===== src/rtl/pipe_pkg.sv =====
// Shared pipeline constants: ALU operation codes, aluOp and funct encodings,
// forwarding-select encoding and the ID/EX control bundle.
package pipe_pkg;

    localparam logic [3:0] ALU_AND = 4'b0000;
    localparam logic [3:0] ALU_OR  = 4'b0001;
    localparam logic [3:0] ALU_ADD = 4'b0010;
    localparam logic [3:0] ALU_SUB = 4'b0110;
    localparam logic [3:0] ALU_SLT = 4'b0111;
    localparam logic [3:0] ALU_NOR = 4'b1100;

    localparam logic [1:0] ALUOP_ADD   = 2'b00;
    localparam logic [1:0] ALUOP_SUB   = 2'b01;
    localparam logic [1:0] ALUOP_RTYPE = 2'b10;
    localparam logic [1:0] ALUOP_RSVD  = 2'b11;

    localparam logic [5:0] FUNCT_ADD = 6'b100000;
    localparam logic [5:0] FUNCT_SUB = 6'b100010;
    localparam logic [5:0] FUNCT_AND = 6'b100100;
    localparam logic [5:0] FUNCT_OR  = 6'b100101;
    localparam logic [5:0] FUNCT_SLT = 6'b101010;
    localparam logic [5:0] FUNCT_NOR = 6'b100111;

    typedef enum logic [1:0] {
        FWD_REG   = 2'b00,
        FWD_MEMWB = 2'b01,
        FWD_EXMEM = 2'b10
    } fwd_sel_e;

    typedef struct packed {
        logic alu_src;
        logic reg_dst;
        logic mem_read;
        logic mem_write;
        logic mem_to_reg;
        logic reg_write;
        logic branch;
    } ctrl_t;

endpackage


===== src/rtl/id_ex_stage_if.sv =====
// Bundle between the ID stage / forwarding sources and the ID/EX stage.
// master = upstream pipeline driving decode and forwarding data,
// slave  = the ID/EX stage itself.
interface id_ex_stage_if #(
    parameter int DATA_W = 32,
    parameter int REG_W  = 5
);
    logic              idValid;
    logic [REG_W-1:0]  idRs;
    logic [REG_W-1:0]  idRt;
    logic [REG_W-1:0]  idRd;
    logic [DATA_W-1:0] idRsData;
    logic [DATA_W-1:0] idRtData;
    logic [15:0]       idImm;
    logic [5:0]        idFunct;
    logic [1:0]        idAluOp;
    logic              idAluSrc;
    logic              idRegDst;
    logic              idMemRead;
    logic              idMemWrite;
    logic              idMemToReg;
    logic              idRegWrite;
    logic              idBranch;
    logic              flush;

    logic              exMemRegWrite;
    logic [REG_W-1:0]  exMemRd;
    logic [DATA_W-1:0] exMemAluRes;
    logic              memWbRegWrite;
    logic [REG_W-1:0]  memWbRd;
    logic [DATA_W-1:0] memWbData;

    logic              stall;
    logic [DATA_W-1:0] input1;
    logic [DATA_W-1:0] input2;
    logic [3:0]        aluCtr;
    logic [DATA_W-1:0] exStoreData;
    logic [REG_W-1:0]  exWriteReg;
    logic              exValid;
    logic              exMemRead;
    logic              exMemWrite;
    logic              exMemToReg;
    logic              exRegWrite;
    logic              exBranch;

    modport master (
        output idValid, idRs, idRt, idRd, idRsData, idRtData, idImm, idFunct,
               idAluOp, idAluSrc, idRegDst, idMemRead, idMemWrite, idMemToReg,
               idRegWrite, idBranch, flush,
               exMemRegWrite, exMemRd, exMemAluRes, memWbRegWrite, memWbRd, memWbData,
        input  stall, input1, input2, aluCtr, exStoreData, exWriteReg, exValid,
               exMemRead, exMemWrite, exMemToReg, exRegWrite, exBranch
    );

    modport slave (
        input  idValid, idRs, idRt, idRd, idRsData, idRtData, idImm, idFunct,
               idAluOp, idAluSrc, idRegDst, idMemRead, idMemWrite, idMemToReg,
               idRegWrite, idBranch, flush,
               exMemRegWrite, exMemRd, exMemAluRes, memWbRegWrite, memWbRd, memWbData,
        output stall, input1, input2, aluCtr, exStoreData, exWriteReg, exValid,
               exMemRead, exMemWrite, exMemToReg, exRegWrite, exBranch
    );

endinterface


===== src/rtl/forward_unit.sv =====
// Forwarding select for one source register. EX/MEM is the younger result
// and therefore wins over MEM/WB; register 0 is never forwarded.
module forward_unit
    import pipe_pkg::*;
#(
    parameter int REG_W = 5
) (
    input  logic [REG_W-1:0] src_i,
    input  logic             ex_mem_reg_write_i,
    input  logic [REG_W-1:0] ex_mem_rd_i,
    input  logic             mem_wb_reg_write_i,
    input  logic [REG_W-1:0] mem_wb_rd_i,
    output fwd_sel_e         sel_o
);

    // Priority select: EX/MEM, then MEM/WB, then register-file data.
    always_comb begin
        sel_o = FWD_REG;
        if (ex_mem_reg_write_i && (ex_mem_rd_i != '0) && (ex_mem_rd_i == src_i)) begin
            sel_o = FWD_EXMEM;
        end else if (mem_wb_reg_write_i && (mem_wb_rd_i != '0) && (mem_wb_rd_i == src_i)) begin
            sel_o = FWD_MEMWB;
        end
    end

endmodule


===== src/rtl/id_ex_stage.sv =====
// ID/EX pipeline register with ALU-control decode, operand forwarding and
// load-use hazard detection. Operands leave combinationally toward the ALU.
module id_ex_stage
    import pipe_pkg::*;
#(
    parameter int DATA_W = 32,
    parameter int REG_W  = 5
) (
    input  logic        clk,
    input  logic        reset,
    id_ex_stage_if.slave bus
);

    logic              valid_q,   valid_d;
    ctrl_t             ctrl_q,    ctrl_d;
    logic [REG_W-1:0]  rs_q,      rs_d;
    logic [REG_W-1:0]  rt_q,      rt_d;
    logic [REG_W-1:0]  rd_q,      rd_d;
    logic [DATA_W-1:0] rs_data_q, rs_data_d;
    logic [DATA_W-1:0] rt_data_q, rt_data_d;
    logic [DATA_W-1:0] imm_q,     imm_d;
    logic [1:0]        alu_op_q,  alu_op_d;
    logic [5:0]        funct_q,   funct_d;

    logic              stall;
    logic              bubble;
    fwd_sel_e          rs_sel;
    fwd_sel_e          rt_sel;
    logic [DATA_W-1:0] rs_fwd;
    logic [DATA_W-1:0] rt_fwd;
    logic [3:0]        alu_ctr;

    // Load-use: the load in EX cannot supply its data before the next cycle.
    assign stall = valid_q & ctrl_q.mem_read & (rt_q != '0) & bus.idValid &
                   ((bus.idRs == rt_q) | (bus.idRt == rt_q));

    assign bubble = bus.flush | stall;

    // Next ID/EX contents: a bubble loads all zeros, which clears valid and
    // every control bit; data fields are irrelevant in a bubble.
    always_comb begin
        valid_d   = 1'b0;
        ctrl_d    = '0;
        rs_d      = '0;
        rt_d      = '0;
        rd_d      = '0;
        rs_data_d = '0;
        rt_data_d = '0;
        imm_d     = '0;
        alu_op_d  = '0;
        funct_d   = '0;
        if (!bubble) begin
            valid_d           = bus.idValid;
            ctrl_d.alu_src    = bus.idAluSrc;
            ctrl_d.reg_dst    = bus.idRegDst;
            ctrl_d.mem_read   = bus.idMemRead;
            ctrl_d.mem_write  = bus.idMemWrite;
            ctrl_d.mem_to_reg = bus.idMemToReg;
            ctrl_d.reg_write  = bus.idRegWrite;
            ctrl_d.branch     = bus.idBranch;
            rs_d              = bus.idRs;
            rt_d              = bus.idRt;
            rd_d              = bus.idRd;
            rs_data_d         = bus.idRsData;
            rt_data_d         = bus.idRtData;
            imm_d             = {{(DATA_W-16){bus.idImm[15]}}, bus.idImm};
            alu_op_d          = bus.idAluOp;
            funct_d           = bus.idFunct;
        end
    end

    // ID/EX register with synchronous reset taking priority over everything.
    always_ff @(posedge clk) begin
        if (reset) begin
            valid_q   <= 1'b0;
            ctrl_q    <= '0;
            rs_q      <= '0;
            rt_q      <= '0;
            rd_q      <= '0;
            rs_data_q <= '0;
            rt_data_q <= '0;
            imm_q     <= '0;
            alu_op_q  <= '0;
            funct_q   <= '0;
        end else begin
            valid_q   <= valid_d;
            ctrl_q    <= ctrl_d;
            rs_q      <= rs_d;
            rt_q      <= rt_d;
            rd_q      <= rd_d;
            rs_data_q <= rs_data_d;
            rt_data_q <= rt_data_d;
            imm_q     <= imm_d;
            alu_op_q  <= alu_op_d;
            funct_q   <= funct_d;
        end
    end

    forward_unit #(.REG_W(REG_W)) u_fwd_rs (
        .src_i              (rs_q),
        .ex_mem_reg_write_i (bus.exMemRegWrite),
        .ex_mem_rd_i        (bus.exMemRd),
        .mem_wb_reg_write_i (bus.memWbRegWrite),
        .mem_wb_rd_i        (bus.memWbRd),
        .sel_o              (rs_sel)
    );

    forward_unit #(.REG_W(REG_W)) u_fwd_rt (
        .src_i              (rt_q),
        .ex_mem_reg_write_i (bus.exMemRegWrite),
        .ex_mem_rd_i        (bus.exMemRd),
        .mem_wb_reg_write_i (bus.memWbRegWrite),
        .mem_wb_rd_i        (bus.memWbRd),
        .sel_o              (rt_sel)
    );

    // Operand muxes driven by the forwarding selects.
    always_comb begin
        rs_fwd = rs_data_q;
        rt_fwd = rt_data_q;
        case (rs_sel)
            FWD_EXMEM: rs_fwd = bus.exMemAluRes;
            FWD_MEMWB: rs_fwd = bus.memWbData;
            default:   rs_fwd = rs_data_q;
        endcase
        case (rt_sel)
            FWD_EXMEM: rt_fwd = bus.exMemAluRes;
            FWD_MEMWB: rt_fwd = bus.memWbData;
            default:   rt_fwd = rt_data_q;
        endcase
    end

    // ALU control decode from the registered aluOp/funct; reserved aluOp adds.
    always_comb begin
        alu_ctr = ALU_ADD;
        case (alu_op_q)
            ALUOP_ADD, ALUOP_RSVD: alu_ctr = ALU_ADD;
            ALUOP_SUB:             alu_ctr = ALU_SUB;
            ALUOP_RTYPE: begin
                case (funct_q)
                    FUNCT_ADD: alu_ctr = ALU_ADD;
                    FUNCT_SUB: alu_ctr = ALU_SUB;
                    FUNCT_AND: alu_ctr = ALU_AND;
                    FUNCT_OR:  alu_ctr = ALU_OR;
                    FUNCT_SLT: alu_ctr = ALU_SLT;
                    FUNCT_NOR: alu_ctr = ALU_NOR;
                    default:   alu_ctr = ALU_ADD;
                endcase
            end
            default: alu_ctr = ALU_ADD;
        endcase
    end

    assign bus.stall       = stall;
    assign bus.input1      = rs_fwd;
    assign bus.input2      = ctrl_q.alu_src ? imm_q : rt_fwd;
    assign bus.exStoreData = rt_fwd;
    assign bus.aluCtr      = alu_ctr;
    assign bus.exWriteReg  = ctrl_q.reg_dst ? rd_q : rt_q;
    assign bus.exValid     = valid_q;
    assign bus.exMemRead   = ctrl_q.mem_read;
    assign bus.exMemWrite  = ctrl_q.mem_write;
    assign bus.exMemToReg  = ctrl_q.mem_to_reg;
    assign bus.exRegWrite  = ctrl_q.reg_write;
    assign bus.exBranch    = ctrl_q.branch;

endmodule


===== src/flat_wrapper.sv =====
// flat-port wrapper written by rule: the top's interface ports become plain ports
module id_ex_stage_flat import pipe_pkg::*;
#(
    parameter int DATA_W = 32,
    parameter int REG_W  = 5
)
  (clk, reset, bus_idValid, bus_idRs, bus_idRt, bus_idRd, bus_idRsData, bus_idRtData, bus_idImm, bus_idFunct, bus_idAluOp, bus_idAluSrc, bus_idRegDst, bus_idMemRead, bus_idMemWrite, bus_idMemToReg, bus_idRegWrite, bus_idBranch, bus_flush, bus_exMemRegWrite, bus_exMemRd, bus_exMemAluRes, bus_memWbRegWrite, bus_memWbRd, bus_memWbData, bus_stall, bus_input1, bus_input2, bus_aluCtr, bus_exStoreData, bus_exWriteReg, bus_exValid, bus_exMemRead, bus_exMemWrite, bus_exMemToReg, bus_exRegWrite, bus_exBranch);
  id_ex_stage_if #(.DATA_W(DATA_W), .REG_W(REG_W)) bus_i ();
  input  logic clk;
  input  logic reset;
  input wire logic [$bits(bus_i.idValid)-1:0] bus_idValid;
  input wire logic [$bits(bus_i.idRs)-1:0] bus_idRs;
  input wire logic [$bits(bus_i.idRt)-1:0] bus_idRt;
  input wire logic [$bits(bus_i.idRd)-1:0] bus_idRd;
  input wire logic [$bits(bus_i.idRsData)-1:0] bus_idRsData;
  input wire logic [$bits(bus_i.idRtData)-1:0] bus_idRtData;
  input wire logic [$bits(bus_i.idImm)-1:0] bus_idImm;
  input wire logic [$bits(bus_i.idFunct)-1:0] bus_idFunct;
  input wire logic [$bits(bus_i.idAluOp)-1:0] bus_idAluOp;
  input wire logic [$bits(bus_i.idAluSrc)-1:0] bus_idAluSrc;
  input wire logic [$bits(bus_i.idRegDst)-1:0] bus_idRegDst;
  input wire logic [$bits(bus_i.idMemRead)-1:0] bus_idMemRead;
  input wire logic [$bits(bus_i.idMemWrite)-1:0] bus_idMemWrite;
  input wire logic [$bits(bus_i.idMemToReg)-1:0] bus_idMemToReg;
  input wire logic [$bits(bus_i.idRegWrite)-1:0] bus_idRegWrite;
  input wire logic [$bits(bus_i.idBranch)-1:0] bus_idBranch;
  input wire logic [$bits(bus_i.flush)-1:0] bus_flush;
  input wire logic [$bits(bus_i.exMemRegWrite)-1:0] bus_exMemRegWrite;
  input wire logic [$bits(bus_i.exMemRd)-1:0] bus_exMemRd;
  input wire logic [$bits(bus_i.exMemAluRes)-1:0] bus_exMemAluRes;
  input wire logic [$bits(bus_i.memWbRegWrite)-1:0] bus_memWbRegWrite;
  input wire logic [$bits(bus_i.memWbRd)-1:0] bus_memWbRd;
  input wire logic [$bits(bus_i.memWbData)-1:0] bus_memWbData;
  output wire logic [$bits(bus_i.stall)-1:0] bus_stall;
  output wire logic [$bits(bus_i.input1)-1:0] bus_input1;
  output wire logic [$bits(bus_i.input2)-1:0] bus_input2;
  output wire logic [$bits(bus_i.aluCtr)-1:0] bus_aluCtr;
  output wire logic [$bits(bus_i.exStoreData)-1:0] bus_exStoreData;
  output wire logic [$bits(bus_i.exWriteReg)-1:0] bus_exWriteReg;
  output wire logic [$bits(bus_i.exValid)-1:0] bus_exValid;
  output wire logic [$bits(bus_i.exMemRead)-1:0] bus_exMemRead;
  output wire logic [$bits(bus_i.exMemWrite)-1:0] bus_exMemWrite;
  output wire logic [$bits(bus_i.exMemToReg)-1:0] bus_exMemToReg;
  output wire logic [$bits(bus_i.exRegWrite)-1:0] bus_exRegWrite;
  output wire logic [$bits(bus_i.exBranch)-1:0] bus_exBranch;
  assign bus_i.idValid = bus_idValid;
  assign bus_i.idRs = bus_idRs;
  assign bus_i.idRt = bus_idRt;
  assign bus_i.idRd = bus_idRd;
  assign bus_i.idRsData = bus_idRsData;
  assign bus_i.idRtData = bus_idRtData;
  assign bus_i.idImm = bus_idImm;
  assign bus_i.idFunct = bus_idFunct;
  assign bus_i.idAluOp = bus_idAluOp;
  assign bus_i.idAluSrc = bus_idAluSrc;
  assign bus_i.idRegDst = bus_idRegDst;
  assign bus_i.idMemRead = bus_idMemRead;
  assign bus_i.idMemWrite = bus_idMemWrite;
  assign bus_i.idMemToReg = bus_idMemToReg;
  assign bus_i.idRegWrite = bus_idRegWrite;
  assign bus_i.idBranch = bus_idBranch;
  assign bus_i.flush = bus_flush;
  assign bus_i.exMemRegWrite = bus_exMemRegWrite;
  assign bus_i.exMemRd = bus_exMemRd;
  assign bus_i.exMemAluRes = bus_exMemAluRes;
  assign bus_i.memWbRegWrite = bus_memWbRegWrite;
  assign bus_i.memWbRd = bus_memWbRd;
  assign bus_i.memWbData = bus_memWbData;
  assign bus_stall = bus_i.stall;
  assign bus_input1 = bus_i.input1;
  assign bus_input2 = bus_i.input2;
  assign bus_aluCtr = bus_i.aluCtr;
  assign bus_exStoreData = bus_i.exStoreData;
  assign bus_exWriteReg = bus_i.exWriteReg;
  assign bus_exValid = bus_i.exValid;
  assign bus_exMemRead = bus_i.exMemRead;
  assign bus_exMemWrite = bus_i.exMemWrite;
  assign bus_exMemToReg = bus_i.exMemToReg;
  assign bus_exRegWrite = bus_i.exRegWrite;
  assign bus_exBranch = bus_i.exBranch;
  id_ex_stage #(.DATA_W(DATA_W), .REG_W(REG_W)) u_core (.clk(clk), .reset(reset), .bus(bus_i));
endmodule

===== config.mk =====
export PLATFORM = sky130hd
export DESIGN_NAME = id_ex_stage_flat
export DESIGN_NICKNAME = d
export VERILOG_FILES = /design/src/rtl/pipe_pkg.sv /design/src/rtl/id_ex_stage_if.sv /design/src/rtl/forward_unit.sv /design/src/rtl/id_ex_stage.sv /design/src/flat_wrapper.sv
export SDC_FILE = /design/constraint.sdc
export NUM_CORES = 1
export LEC_CHECK = 0
export CELL_PAD_IN_SITES_DETAIL_PLACEMENT = 0
export CELL_PAD_IN_SITES_GLOBAL_PLACEMENT = 1
export CORE_MARGIN = 2
export CORE_UTILIZATION = 27
export DETAILED_ROUTE_END_ITERATION = 16
export GPL_TIMING_DRIVEN = 0
export PLACE_DENSITY_LB_ADDON = 0.1
export SYNTH_ARGS = -nofsm -noshare
export SYNTH_HDL_FRONTEND = slang
export SYNTH_HIERARCHICAL = 1
export SYNTH_SLANG_ARGS = --single-unit

===== constraint.sdc =====
create_clock -name clk -period 3.7 [get_ports clk]
set_input_delay 0.74 -clock clk [delete_from_list [all_inputs] [get_ports clk]]
set_output_delay 0.74 -clock clk [all_outputs]
set_load 0.1 [all_outputs]

==> implementation parameters <==
Parameter                              Value

Run status
  Result of the run ... complete, no violations

Worst setup path
  Family with the most delay on the worst path ... buffers and inverters
  Element type at the critical path start ... primary input
  Buffers & Inverters on Critical Path ... 5
  Max Fanout on Critical Path ... 7
  Delay contributed by the slowest stage of the critical path ... 0.33 ns
  Type of element capturing the critical path ... primary output
  Worst path cell trace ... buf_2, xor2_1, nor3_1, nand3_1, nor3_2, inv_1, ha_4, buf_12, clkbuf_16, o21ai_4, mux2_4, buf_12
  Critical path required time ... 2.96 ns
  Type of the worst setup path ... primary input to primary output
  Crit-path most repeated cell ... sky130_fd_sc_hd__buf_12
  Arrival time of the worst setup path ... 2.91 ns
  Crit-path slowest cell ... sky130_fd_sc_hd__ha_4

Synth
  Part of the Yosys area used for sequential elements ... 39.5%
  Library cells used by synthesis ... 34
  Area share of the largest cell type after synthesis ... 39.5%
  Count of state elements after synthesis ... 111
  Post-Synthesis Cell Area ... 0.00563 mm²
  Number of nets in the synthesized netlist ... 912
  Leading area contributor after synthesis ... sky130_fd_sc_hd__dfxtp_1
  Mapped Cells ... 716
  Synth warnings ... 6
  Synth area leaders ... sky130_fd_sc_hd__dfxtp_1, sky130_fd_sc_hd__nand2_1, sky130_fd_sc_hd__a21oi_1, sky130_fd_sc_hd__a22oi_1, sky130_fd_sc_hd__mux2_2
  Mapped Avg Cell Area ... 7.86 µm²

Clocking
  Reg clk slew, reported paths ... 0.08 ns
  Cell at the root of the clock tree ... sky130_fd_sc_hd__clkbuf_16
  Clock sink count ... 111
  TritonCTS clock tree ... done
  Clock buffers created by TritonCTS ... 9
  Clk_lat worst skew ... 0.36 ns
  H-tree levels ... 3
  Hold-fix buffers, CTS ... 0
  Max Root-Sink Buffers ... 2

Route
  Routed wire length per instance ... 19.9 µm
  Drt pass-1 iters ... 5
  Iteration-0 DRC Markers ... 184
  DR vias ... 6428
  DRC violation count after routing ... 0
  Detail-routed via count per cell ... 4.87
  Post-Route WL ... 26.2 mm
  Count of antenna-violating nets left after detailed routing ... 0

Placement
  Placed cell area ... 0.00990 mm²
  Number of placed cells counting well taps ... 1287
  Number of buffer cells added on primary ports ... 301
  Setup Slack @ Placement ... -2.09 ns
  Final weighted congestion in routability-driven placement ... 0.801
  Final HPWL DP ... 19.3 mm

STA
  Worst Slack Setup Final ... 0.0451 ns
  RSZ-0062 raised after global routing ... no
  Pin slew with the least headroom to its limit ... 1.02 ns
  Min Clock Period, post-route ... 3.65 ns
  Fin Clk Skew ... 0.0100 ns
  Highest clock rate ... 274 MHz
  Final period util ... 98.8%
  Total of endpoints with negative setup slack in the final report ... 0
  Pins Over Slew Limit ... 0
  Headroom to the max-slew limit ... 31.8%
  Final hold vios ... 0

Floorplanning
  Core area ... 0.0204 mm²
  Site row count ... 52
  Starting density of the core ... 27.6%
  X dimension of the die ... 148 µm
  Top-level I/O count ... 302
  Die area ... 0.0220 mm²
  Die height ... 148 µm

Power and ir drop
  Total internal power ... 0.00226 W
  Switching part of the total ... 34.6%
  Power per standard cell area ... 301 mW/mm²
  Sequential group share of total power ... 36.9%
  Net switching component of the power ... 0.00119 W
  Clock share of power ... 29.8%
  Worst supply voltage drop on vdd ... 0.187 mV
  Power share of the combinational group ... 33.3%
  Leakage power total ... 4.30 nW

Hold path
  Classification of the worst-slack hold path ... primary input to register

Final layout
  Post-synthesis to final-layout area growth ... 103%
  Nets@finish ... 1240
  Number of standard cells in the final layout excluding fillers ... 1320
  Number of fill cells in the layout ... 1831
  Layout cells sized above 1 ... 36.5%
  Final design area excluding fillers ... 0.0115 mm²

Global routing
  Initial antenna violation count ... 2
  Wire length of the first global-routing pass ... 38.6 mm
  Pin count of the biggest net entering global routing ... 19
  Via count of the first global-routing pass ... 6583
  Total global routing overflow ... 0
  Tot GR Track Use ... 23.4%

Run
  Max-capacitance violation count ... 0
==> tightest hold or removal path, cell delays in order <==
cell	delay, ns
sky130_fd_sc_hd__clkdlybuf4s50_1	0.39
sky130_fd_sc_hd__nand2_1	0.05
sky130_fd_sc_hd__a21oi_1	0.03
==> cell families after synthesis <==
logic type / synth area share (%)
AO/OA/AOI/OAI: 26.2
XOR/XNOR: 4.05
adder cells (fa/ha/maj): 1.33
buffers and inverters: 6.49
flip-flops: 39.5
multiplexers: 7.40
AND/OR/NAND/NOR: 15.0
==> repair_timing <==
action	in CTS	in global routing
pin swaps	13	11
endpoints found under the setup margin	97	52
gates resized for setup	917	21
setup buffers	9	0
gates cloned	8	0
==> final timing paths <==
kind,endpoint,slack (ns),cells after the start,from
min,u_core/bus.exMemRead$_SDFF_PP0_,0.90,3,bus_idMemRead
min reg2reg,u_core/bus.exBranch$_SDFF_PP0_,0.94,4,u_core/bus.exMemRead$_SDFF_PP0_
max reg2reg,u_core/rs_data_q[9]$_SDFF_PP0_,1.70,5,u_core/rt_q[2]$_SDFF_PP0_
max,bus_input2[16],0.05,12,bus_memWbRd[1]
==> synth_stat cells <==
| master | n |
|---|---|
| sky130_fd_sc_hd__a211o_1 | 1 |
| sky130_fd_sc_hd__a211oi_2 | 2 |
| sky130_fd_sc_hd__a21oi_1 | 113 |
| sky130_fd_sc_hd__a21oi_2 | 1 |
| sky130_fd_sc_hd__a22oi_1 | 64 |
| sky130_fd_sc_hd__and2_1 | 1 |
| sky130_fd_sc_hd__buf_1 | 3 |
| sky130_fd_sc_hd__buf_2 | 19 |
| sky130_fd_sc_hd__buf_4 | 1 |
| sky130_fd_sc_hd__buf_6 | 8 |
| sky130_fd_sc_hd__clkbuf_1 | 36 |
| sky130_fd_sc_hd__dfxtp_1 | 111 |
| sky130_fd_sc_hd__ha_1 | 6 |
| sky130_fd_sc_hd__inv_1 | 7 |
| sky130_fd_sc_hd__mux2_1 | 4 |
| sky130_fd_sc_hd__mux2_2 | 33 |
| sky130_fd_sc_hd__nand2_1 | 183 |
| sky130_fd_sc_hd__nand2b_1 | 1 |
| sky130_fd_sc_hd__nand3_1 | 7 |
| sky130_fd_sc_hd__nand4b_1 | 1 |
| sky130_fd_sc_hd__nor2_1 | 6 |
| sky130_fd_sc_hd__nor2b_1 | 1 |
| sky130_fd_sc_hd__nor3_1 | 5 |
| sky130_fd_sc_hd__nor3_2 | 2 |
| sky130_fd_sc_hd__nor3b_1 | 1 |
| sky130_fd_sc_hd__nor4_1 | 2 |
| sky130_fd_sc_hd__nor4bb_1 | 1 |
| sky130_fd_sc_hd__o21a_1 | 2 |
| sky130_fd_sc_hd__o21ai_0 | 64 |
| sky130_fd_sc_hd__o22ai_1 | 1 |
| sky130_fd_sc_hd__o22ai_2 | 1 |
| sky130_fd_sc_hd__o41ai_2 | 2 |
| sky130_fd_sc_hd__xnor2_1 | 20 |
| sky130_fd_sc_hd__xor2_1 | 6 |
==> stage by stage <==
| step | hold slack [ns] | util (%) | power (W) | TNS [ns] |
|---|---|---|---|---|
| finish | 0.899 | 56.2 | 0.00345 | 0 |
| global route | 0.899 | 56.2 | 0.00357 | 0 |
| CTS | 0.894 | 56.1 | 0.00347 | 0 |
| detailed placement | 0.933 | 48.6 | 0.00233 | -163.69 |
| global placement | 0.945 | 48.6 | 0.00233 | -160.74 |
| floorplan | 0.856 | - | 0.00194 | -3.00 |
==> layout make-up <==
cell class                      instances  area [µm²]  share of cell area [%]
Antenna cell                            2        5.00                  0.0437
Buffer                                 66         616                    5.37
Clock buffer                           10         239                    2.09
Clock inverter                          5        63.8                   0.557
Inverter                                7        26.3                   0.229
Multi-Input combinational cell        531        4340                    37.9
Sequential cell                       111        2230                    19.4
Tap cell                              270         338                    2.95
Timing Repair Buffer                  318        3600                    31.4
==> placed cells by master, fill, tap and decap left out, drive strengths merged, types with 2 or more instances in the layout <==
| master | count |
|---|---|
| mux2 | 37 |
| diode | 2 |
| o21ai | 64 |
| clkbuf | 53 |
| dlymetal6s2s | 2 |
| nor2 | 6 |
| nor3 | 7 |
| dfxtp | 111 |
| buf | 144 |
| dlygate4sd2 | 3 |
| nand2 | 183 |
| o21a | 2 |
| nand3 | 7 |
| a211oi | 2 |
| o22ai | 2 |
| o41ai | 2 |
| nor4 | 2 |
| clkdlybuf4s50 | 191 |
| ha | 6 |
| xnor2 | 20 |
| inv | 10 |
| xor2 | 6 |
| a21oi | 114 |
| a22oi | 64 |
==> state kept, by name (all words and copies together) (netlist names) <==
name                   flops
u_core/alu_op_q            2
u_core/bus.exValid         1
u_core/rd_q                5
u_core/bus.exMemToReg      1
u_core/imm_q              16
u_core/bus.exMemWrite      1
u_core/bus.exRegWrite      1
u_core/funct_q             6
u_core/rt_q                5
u_core/bus.exMemRead       1
u_core/bus.exBranch        1
u_core/rt_data_q          32
u_core/rs_q                5
u_core/ctrl_q              2
u_core/rs_data_q          32
==> power groups by stage <==
stage,sequential [W],combinational (W),clock [W]
final,0.00127,0.00115,0.00103
after CTS,0.00127,0.00115,0.00105
after floorplan,0.00131,0.000637,0
after global routing,0.00128,0.00120,0.00110
after detailed placement,0.00129,0.00104,0
after global placement,0.00129,0.00104,0
==> per-layer routing <==
metal / up-vias / GRT usage, % / share of wire, %
met5: - / 0 / 0
met4: 0 / 7.52 / 2.2
met3: 33 / 5.00 / 7.0
met2: 235 / 40.5 / 49
met1: 3007 / 28.9 / 42
li1: 3153 / - / -
(Power assumes the default switching activity.)
